===== src/rtl/bp_table_ctrl.sv =====
// Branch-predictor 2-bit counter table controller: initialises an external
// single-port table, then arbitrates IF lookups against queued ID updates.
module bp_table_ctrl #(
    parameter int unsigned IDX_W    = 10,
    parameter int unsigned FQ_DEPTH = 4,
    parameter logic [1:0]  INIT_VAL = 2'b01
) (
    input  logic             clk,
    input  logic             rst,
    input  logic             flush,
    input  logic             lk_valid,
    input  logic [31:0]      lk_pc,
    output logic             lk_ready,
    output logic             lk_rsp_valid,
    output logic             lk_taken,
    input  logic             upd_valid,
    input  logic [31:0]      upd_pc,
    input  logic             upd_taken,
    output logic             upd_ready,
    output logic             tbl_en,
    output logic             tbl_we,
    output logic [IDX_W-1:0] tbl_addr,
    output logic [1:0]       tbl_wdata,
    input  logic [1:0]       tbl_rdata,
    output logic             init_done
);

    localparam int unsigned PTR_W = (FQ_DEPTH > 1) ? $clog2(FQ_DEPTH) : 1;
    localparam int unsigned CNT_W = $clog2(FQ_DEPTH + 1);
    localparam logic [PTR_W-1:0] LAST_PTR = PTR_W'(FQ_DEPTH - 1);

    typedef enum logic [1:0] {
        ST_INIT,
        ST_IDLE,
        ST_UPD_WR
    } state_t;

    state_t           state_q, state_d;
    logic [IDX_W-1:0] init_ptr_q, init_ptr_d;
    logic [PTR_W-1:0] wr_ptr_q, wr_ptr_d;
    logic [PTR_W-1:0] rd_ptr_q, rd_ptr_d;
    logic [CNT_W-1:0] count_q, count_d;
    logic             rsp_q, rsp_d;
    logic             init_done_q, init_done_d;

    logic [IDX_W-1:0] fq_idx_q [FQ_DEPTH];
    logic             fq_tkn_q [FQ_DEPTH];

    logic [IDX_W-1:0] lk_idx, upd_idx, head_idx;
    logic             head_tkn;
    logic             fq_full, fq_empty;
    logic             push, pop;
    logic [1:0]       sat_cnt;
    logic             unused_pc_bits;

    assign lk_idx   = lk_pc[IDX_W+1:2];
    assign upd_idx  = upd_pc[IDX_W+1:2];
    assign head_idx = fq_idx_q[rd_ptr_q];
    assign head_tkn = fq_tkn_q[rd_ptr_q];
    assign fq_full  = (count_q == CNT_W'(FQ_DEPTH));
    assign fq_empty = (count_q == '0);
    assign unused_pc_bits = ^{lk_pc[31:IDX_W+2], lk_pc[1:0], upd_pc[31:IDX_W+2], upd_pc[1:0]};

    always_comb begin
        sat_cnt = tbl_rdata;
        if (head_tkn) begin
            if (tbl_rdata != 2'b11) sat_cnt = tbl_rdata + 2'b01;
        end else if (tbl_rdata != 2'b00) begin
            sat_cnt = tbl_rdata - 2'b01;
        end
    end

    always_comb begin
        state_d     = state_q;
        init_ptr_d  = init_ptr_q;
        wr_ptr_d    = wr_ptr_q;
        rd_ptr_d    = rd_ptr_q;
        count_d     = count_q;
        rsp_d       = 1'b0;
        init_done_d = init_done_q;
        tbl_en      = 1'b0;
        tbl_we      = 1'b0;
        tbl_addr    = '0;
        tbl_wdata   = '0;
        lk_ready    = 1'b0;
        pop         = 1'b0;
        upd_ready   = rst & ~flush & ~fq_full;
        push        = upd_valid & upd_ready;

        // Port outputs are gated by rst so they read zero while reset is held.
        if (rst && !flush) begin
            case (state_q)
                ST_INIT: begin
                    tbl_en     = 1'b1;
                    tbl_we     = 1'b1;
                    tbl_addr   = init_ptr_q;
                    tbl_wdata  = INIT_VAL;
                    init_ptr_d = init_ptr_q + IDX_W'(1);
                    if (init_ptr_q == '1) begin
                        state_d     = ST_IDLE;
                        init_done_d = 1'b1;
                    end
                end
                ST_IDLE: begin
                    if (fq_full) begin
                        tbl_en   = 1'b1;
                        tbl_addr = head_idx;
                        state_d  = ST_UPD_WR;
                    end else if (lk_valid) begin
                        tbl_en   = 1'b1;
                        tbl_addr = lk_idx;
                        lk_ready = 1'b1;
                        rsp_d    = 1'b1;
                    end else if (!fq_empty) begin
                        tbl_en   = 1'b1;
                        tbl_addr = head_idx;
                        state_d  = ST_UPD_WR;
                    end
                end
                ST_UPD_WR: begin
                    tbl_en    = 1'b1;
                    tbl_we    = 1'b1;
                    tbl_addr  = head_idx;
                    tbl_wdata = sat_cnt;
                    pop       = 1'b1;
                    state_d   = ST_IDLE;
                end
                default: state_d = ST_INIT;
            endcase
        end

        if (push) wr_ptr_d = (wr_ptr_q == LAST_PTR) ? '0 : wr_ptr_q + PTR_W'(1);
        if (pop)  rd_ptr_d = (rd_ptr_q == LAST_PTR) ? '0 : rd_ptr_q + PTR_W'(1);
        count_d = count_q + CNT_W'(push) - CNT_W'(pop);

        if (flush) begin
            state_d     = ST_INIT;
            init_ptr_d  = '0;
            wr_ptr_d    = '0;
            rd_ptr_d    = '0;
            count_d     = '0;
            rsp_d       = 1'b0;
            init_done_d = 1'b0;
        end
    end

    always_ff @(posedge clk or negedge rst) begin
        if (!rst) begin
            state_q     <= ST_INIT;
            init_ptr_q  <= '0;
            wr_ptr_q    <= '0;
            rd_ptr_q    <= '0;
            count_q     <= '0;
            rsp_q       <= 1'b0;
            init_done_q <= 1'b0;
        end else begin
            state_q     <= state_d;
            init_ptr_q  <= init_ptr_d;
            wr_ptr_q    <= wr_ptr_d;
            rd_ptr_q    <= rd_ptr_d;
            count_q     <= count_d;
            rsp_q       <= rsp_d;
            init_done_q <= init_done_d;
        end
    end

    always_ff @(posedge clk) begin
        if (push) begin
            fq_idx_q[wr_ptr_q] <= upd_idx;
            fq_tkn_q[wr_ptr_q] <= upd_taken;
        end
    end

    assign lk_rsp_valid = rsp_q & ~flush;
    assign lk_taken     = lk_rsp_valid & tbl_rdata[1];
    assign init_done    = init_done_q;

endmodule


===== config.mk =====
export PLATFORM = sky130hd
export DESIGN_NAME = bp_table_ctrl
export DESIGN_NICKNAME = d
export VERILOG_FILES = /design/src/rtl/bp_table_ctrl.sv
export SDC_FILE = /design/constraint.sdc
export NUM_CORES = 1
export LEC_CHECK = 0
export CORE_UTILIZATION = 35
export CTS_CLUSTER_DIAMETER = 40
export DETAILED_ROUTE_END_ITERATION = 10
export PLACE_DENSITY = 0.61
export SLEW_MARGIN = 20
export SYNTH_ARGS = -nofsm -noshare
export SYNTH_HDL_FRONTEND = slang
export SYNTH_SLANG_ARGS = --single-unit

===== constraint.sdc =====
create_clock -name clk -period 3.1 [get_ports clk]
set_clock_uncertainty 0.1 [all_clocks]
set_input_delay 0.62 -clock clk [delete_from_list [all_inputs] [get_ports clk]]
set_output_delay 0.62 -clock clk [all_outputs]
set_load 0.1 [all_outputs]

; Yosys cells after proc, flatten, opt, wreduce, memory -nomap -nowiden
; Memories as Yosys holds them, arrays and structs flattened.
; Index checks and enable logic that the tools add are counted.
; W data, S select, Z words.
[totals]
reg_bits = 21
latchBits = 0
ram_bits = 44
mem_bits_ro = 0
inputBits = 72
n_memories = 2
[mem_list]
columns = name, words, word_bits, read_ports, rd_ports_with_merged_regs, write_ports, line
row1 = fq_idx_q, 4, 10, 1, 0, 1, 46  ; logic [IDX_W-1:0] fq_idx_q [FQ_DEPTH];
row2 = fq_tkn_q, 4, 1, 1, 0, 1, 47  ; logic fq_tkn_q [FQ_DEPTH];
[classes]
n_addsub = 7
n_mul = 0
div = 0
n_lt_le_gt_ge = 0
eq_ne = 10
shift = 0
n_mux = 47
bitwise_logic = 7
n_reduce_logical = 14
[ops]
columns = operator, count
row1 = $mux W10, 7
row2 = $mux W2, 16
row3 = $pmux W10 S3, 1
row4 = $mux W1, 19
row5 = $reduce_bool A2 Y1, 6
row6 = $add A10 B1 Y10 const B, 1
row7 = $eq A10 B10 Y1 const B, 1
row8 = $ne A4 B4 Y1 const B, 2
row9 = $add A2 B1 Y2 const B, 3
row10 = $eq A2 B2 Y1 const B, 3
row11 = $pmux W2 S3, 1
row12 = $and A1 B1 Y1, 5
row13 = $pmux W2 S2, 1
row14 = $reduce_and A4 Y1, 1
row15 = $add A3 B1 Y3, 1
row16 = $eq A3 B3 Y1 const B, 1
row17 = $logic_not A3 Y1, 1
row18 = $mux W3, 1
row19 = $ne A3 B3 Y1 const B, 1
row20 = $reduce_and A3 Y1, 1
row21 = $sub A3 B1 Y3, 1
row22 = $eq A2 B1 Y1 const B, 1
row23 = $logic_not A2 Y1, 1
row24 = $ne A2 B2 Y1 const B, 1
row25 = 7 further kinds, 8

; Logic depth before layout (Yosys ltp)
; Gate-level depths: netlist (run 1).
[depth]
ltp_word = 7
mapped_depth = 12

; Worst setup path before layout (run 1)
; OpenSTA, ideal clock, no wires.
[synth_path]
path_kind = input -> output
startpoint = input flush
endpoint = output tbl_wdata[1]
arrival_ns = 4.002
t_required_ns = 2.380
slack_ns = -1.622
cell_stages = 4
path_buffers = 1
path_cell_list = buf_2 > nor3b_2 > nand2_1 > a21oi_1
[synth_via]
elab_chain_len = 3
[synth_lines]
columns = item, line
row1 = start: declaration, 10  ; input logic flush,
row2 = $logic_not A1 Y1, 91  ; if (rst && !flush) begin
row3 = $logic_and A1 B1 Y1, 91
row4 = $mux W2, 91
row5 = end: declaration, 23  ; output logic [1:0] tbl_wdata,
; No other way between the ends.

; Worst setup path after layout (run 1)
[layout_path]
startpoint = input rst
endpoint = output tbl_addr[8]
[layout_via]
elab_chain_len = 2
[layout_lines]
columns = item, line
row1 = start: declaration, 9  ; input logic rst,
row2 = $logic_and A1 B1 Y1, 91
row3 = $mux W10, 91
row4 = end: declaration, 22  ; output logic [IDX_W-1:0] tbl_addr,
; No other way between the ends.

==> impl_metrics.yaml, run 1 <==
outcome:
  status: "complete, no violations"
clock_network:
  cts_sinks: 65
  clk_latency_ns: 0.34
  cts_hold_buffers: 0
  cts_buffers: 9
  clk_pin_slew_ns: 0.07
  max-clock-path-buffers: 2
  h-tree-depth: 3
  cts_root_buf: "clkbuf_8"
  cts_tree: "yes"
cells_and_area:
  antennaDiodeCount: 0
  nNetsFinal: 362
  finish.utilization: 0.517
  area_growth_syn_to_layout_pct: 40.8
  drive_gt1_frac: 0.301
  fillerInstances: 718
  stdcell_area_um2: 4310
drt:
  routed_wl_mm: 6.31
  vias_per_cell: 5.04
  wl_per_cell_um: 16.1
  drt_first_iter_violations: 65
  drc: 0
  firstDrtPassIters: 5
  ant_nets: 0
  vias: 1972
floorplan:
  die-width_um: 95.6
  die_h_um: 95.6
  dieArea_um2: 9130
  core_um2: 8340
  start_util: 0.367
  rows: 33
  ios: 91
global_route:
  grt_pass1_wl_mm: 10.2
  grt_usage: 0.158
  grt_pass1_vias: 2047
  grt_start_max_net_pins: 28
  antenna_found_initial: 0
  grt_overflow: 0
sta:
  final.setup.tns_ns: 0
  drv_slew: 0
  fin_crit_ns: 3.04
  timing.final.crit_share: 0.981
  setup_viol: 0
  whs_ns: 0.420
  hold_viol: 0
  rsz0062_at_grt: "false"
  fmaxAchievable_mhz: 329
  tightestPinTransition_ns: 0.527
  max_slew_margin: 0.649
critical_path:
  crit_arrival_ns: 2.32
  end_kind: "output pin"
  worst-path-max-fanout: 10
  worstSetupPathType: "in -> out"
  start_kind: "primary input"
  worstPathRequired_ns: 2.38
placed_design:
  portBuffers: 46
  place.gp.congestion: 0.738
  hpwlAfterDp_mm: 4.43
  placed_cell_area_um2: 4110
synthesis:
  yosys_most_used_dff: "edfxtp_1"
  yosysSeqAreaShare: 0.603
  yosysUniqueCellTypes: 44
  ys_async_sr_fraction: 0.323
  synth_top_cell_by_area: "edfxtp_1"
  synth_common_cells: "edfxtp_1 (44), dfrtp_1 (21), nor2_1 (20), and2_1 (15), a221o_1 (10)"
  synthTopCellsByArea: "edfxtp_1 (43%), dfrtp_1 (17%), mux4_1 (5.1%)"
  synth_top_area_share: 0.431
  syn_inst: 212
  syn_nets: 293
  synth_edf_count: 44
  mappedNetlistArea_um2: 3060
  syn_area_per_cell_um2: 14.4
  yosys_warnings: 0
  yosysMostFrequentCell: "edfxtp_1"
  ys_ff_latch: 65
power:
  pwr_density_cell_nw_per_um2: 402
  ir_drop_v: 0.000230
  p_leak_nw: 1.67
run:
  cap_violations: 0
min_path:
  min_path_type: "reg -> reg"
-- logic make-up after synthesis --
| kind of cell | Yosys count | synth area share |
|---|---|---|
| multiplexers | 14 | 0.0980 |
| AO/OA/AOI/OAI | 32 | 0.0870 |
| XOR/XNOR | 10 | 0.0286 |
| buffers and inverters | 17 | 0.0257 |
| adder cells (fa/ha/maj) | 9 | 0.0392 |
| flip-flops | 65 | 0.603 |
| AND/OR/NAND/NOR | 65 | 0.118 |
-- critical path, cell delays in order --
cell             delay, ns
clkdlybuf4s50_1       0.46
buf_4                 0.16
nor3b_4               0.15
nand2_2               0.14
nand2_4               0.14
a221o_4               0.47
buf_12                0.17
-- per-layer routing --
| metal | global-route usage | vias up | wire [µm] |
|---|---|---|---|
| li1 | - | 948 | - |
| met5 | 0 | - | 0 |
| met3 | 0.0359 | 6 | 198 |
| met4 | 0.0709 | 0 | 54 |
| met2 | 0.270 | 29 | 3360 |
| met1 | 0.190 | 989 | 2700 |
-- final cells by class --
cell class	instances	area, µm²	area share
sequential	65	1850	0.428
tap	105	131	0.0305
inverter	9	33.8	0.00783
clock buffer	10	128	0.0296
timing repair buffer	66	807	0.187
clock inverter	6	43.8	0.0102
multi-input combinational	130	1320	0.306
-- path summary, 6_finish.rpt --
check / to / cells after the start / from / slack (ns)
worst min-delay path: init_done / 2 / init_done / 0.42
worst max register to register: count_q[2] / 11 / state_q[0] / 0.69
worst min register to register: init_done / 2 / init_done / 0.42
min in group asynchronous: count_q[1] / 3 / rst / 0.75
worst max-delay path: tbl_addr[8] / 7 / rst / 0.06
max in group asynchronous: rd_ptr_q[0] / 3 / rst / 1.88
-- report_power, final --
group          total (mW)  switching (mW)  internal (mW)
clock network       0.619           0.328          0.291
registers           0.947         0.00787          0.939
logic               0.167          0.0881         0.0791
-- timing repair --
item | in CTS | in global routing
gates resized for setup | 5 | 2
hold endpoints to repair | 0 | 0
gates cloned | 0 | 0
buffers inserted | 0 | 0
pin swaps | 0 | 2
setup endpoints to repair | 11 | 10
-- layout by cell type, fill, tap and decap left out, drive strengths merged, types with 2 or more instances in the layout --
master and n:
a21oi 7, a221o 10, and2 15, and3 5, buf 39, clkbuf 10, clkdlybuf4s50 26, clkinv 2
clkinvlp 3, dfrtp 21, edfxtp 44, ha 8, inv 10, mux2i 3, mux4 11, nand2 7
nand2b 2, nand3b 2, nand4 3, nor2 21, nor2b 3, nor3b 2, o2111ai 3, o21ai 4
xnor2 3, xor2 7
-- registers in the layout, indices dropped and copies added, names as in the netlist --
register and flops:
fq_idx_q 40, rd_ptr_q 2, init_ptr_q 10, init_done 1, wr_ptr_q 2, count_q 3
fq_tkn_q 4, state_q 2, rsp_q 1
-- per-stage QoR --
step | std cells | setup WS [ns] | power (mW)
CTS | 391 | 0.00297 | 1.76
detailed placement | 375 | -0.119 | 1.13
global placement | 375 | -0.147 | 1.13
global route | 391 | 0.0181 | 1.80
finish | 391 | 0.0593 | 1.73
floorplan | 212 | -0.246 | 1.04
(Power assumes the default switching activity.)
==> inputs of run 2 (changes only) <==
--- a/config.mk
+++ b/config.mk
@@ -5,10 +5,11 @@
 export SDC_FILE = /design/constraint.sdc
 export NUM_CORES = 1
 export LEC_CHECK = 0
-export CORE_UTILIZATION = 35
+export CORE_UTILIZATION = 47
 export CTS_CLUSTER_DIAMETER = 40
 export DETAILED_ROUTE_END_ITERATION = 10
-export PLACE_DENSITY = 0.61
+export PLACE_DENSITY = 0.79
+export SETUP_SLACK_MARGIN = 0.3
 export SLEW_MARGIN = 20
 export SYNTH_ARGS = -nofsm -noshare
 export SYNTH_HDL_FRONTEND = slang
==> impl_metrics.yaml, run 2 (synthesis gave the netlist of run 1 again) <==
sta:
  max_slew_margin: 0.733
  fin_crit_ns: 2.86
  hold_viol: 0
  drv_slew: 0
  rsz0062_at_grt: "true"
  final.setup.tns_ns: 0
  whs_ns: 0.256
  fmaxAchievable_mhz: 349
  fin_ws_ns: 0.236
  timing.final.crit_share: 0.924
  setup_viol: 0
  tightestPinTransition_ns: 0.399
critical_path:
  worstPathRequired_ns: 2.38
  crit_arrival_ns: 2.14
  start_kind: "register"
  end_kind: "output pin"
  worst-path-max-fanout: 7
  worstSetupPathType: "reg -> out"
global_route:
  grt_pass1_wl_mm: 10.9
  grt_pass1_vias: 2112
  grt_overflow: 0
  grt_start_max_net_pins: 24
  antenna_found_initial: 0
  grt_usage: 0.227
clock_network:
  cts_hold_buffers: 0
  clk_latency_ns: 0.35
  cts_root_buf: "clkbuf_8"
  max-clock-path-buffers: 2
  cts_tree: "yes"
  clk_pin_slew_ns: 0.08
  cts_sinks: 65
  cts_buffers: 9
  h-tree-depth: 3
min_path:
  min_path_type: "in -> async"
cells_and_area:
  fillerInstances: 421
  largest_register: "fq_idx_q"
  fin_cells: 373
  nNetsFinal: 372
  area_growth_syn_to_layout_pct: 43.9
  largest_register_ffs: 40
  antennaDiodeCount: 0
  mostFrequentLayoutCell: "edfxtp_1"
  largestRegisters: "fq_idx_q (40), init_ptr_q (10), fq_tkn_q (4)"
  layout_common_cells: "edfxtp_1 (44), buf_4 (27), clkdlybuf4s50_1 (24)"
  stdcell_area_um2: 4410
  drive_gt1_frac: 0.375
drt:
  vias: 2099
  drc: 0
  drt_first_iter_violations: 119
  routed_wl_mm: 7.04
  wl_per_cell_um: 18.9
  ant_nets: 0
  firstDrtPassIters: 4
  vias_per_cell: 5.63
floorplan:
  die-width_um: 82.7
  die_h_um: 82.7
  rows: 29
  ios: 91
  dieArea_um2: 6840
  core_um2: 6310
  start_util: 0.485
placed_design:
  dp.cells: 348
  pre_cts_slack_ns: -0.160
  portBuffers: 46
  placed_cell_area_um2: 4090
  place.gp.congestion: 0.775
  hpwlAfterDp_mm: 4.59
power:
  p_leak_nw: 1.72
  pwr_density_cell_nw_per_um2: 427
  ir_drop_v: 0.000384
run:
  cap_violations: 0
outcome:
  status: "complete, no violations"
[run 2: layer usage]
layer  wire length, µm  track usage  share of wire  vias up
met3               142       0.0374          0.020       11
met2              3730        0.384           0.53       37
met4               110       0.0931          0.016        0
met1              3050        0.288           0.43     1083
li1                  -            -              -      968
met5                 0            0              0        -
[run 2: final timing paths]
| path | start | cells after the start | slack [ns] | endpoint |
|---|---|---|---|---|
| hold / removal | rst | 2 | 0.26 | wr_ptr_q[0] |
| setup / recovery | rd_ptr_q[0] | 4 | 0.24 | tbl_addr[9] |
| max in group asynchronous | rst | 2 | 2.31 | count_q[1] |
| setup reg to reg | state_q[0] | 12 | 0.58 | count_q[2] |
| min in group clk | init_done | 2 | 0.42 | init_done |
| hold reg to reg | init_done | 2 | 0.42 | init_done |
[run 2: report_power, final]
| part | switching, mW | total [mW] | internal [mW] | leakage [nW] |
|---|---|---|---|---|
| clock network | 0.376 | 0.761 | 0.385 | 0.0988 |
| logic | 0.0906 | 0.172 | 0.0810 | 0.945 |
| registers | 0.00825 | 0.947 | 0.939 | 0.680 |
| total | 0.475 | 1.88 | 1.40 | 1.72 |
[run 2: what timing repair did]
item,in CTS,in global routing
hold endpoints to repair,0,0
gates cloned,1,0
setup buffers,6,2
setup endpoints to repair,14,11
pin swaps,8,4
resized for setup,23,3
[run 2: cell type report]
cell class              instances  area (µm²)  area share
clock buffers                   9         124      0.0281
multi-input cells             131        1330       0.303
flip-flops and latches         65        1850       0.420
repair buffers                 75         885       0.201
well taps                      77        96.3      0.0219
clock inverters                 7        82.6      0.0187
inverters                       9        33.8     0.00766
[run 2: through the flow]
step / power, mW / util
floorplan: 1.04 / -
global placement: 1.13 / 0.647
detailed placement: 1.13 / 0.647
CTS: 1.89 / 0.696
global route: 1.94 / 0.698
finish: 1.88 / 0.698
[run 2: worst max-delay path, cell delays in order (launching register included)]
cell     delay, ns
dfrtp_2       0.41
buf_4         0.19
mux4_1        0.59
a221o_4       0.43
buf_12        0.17
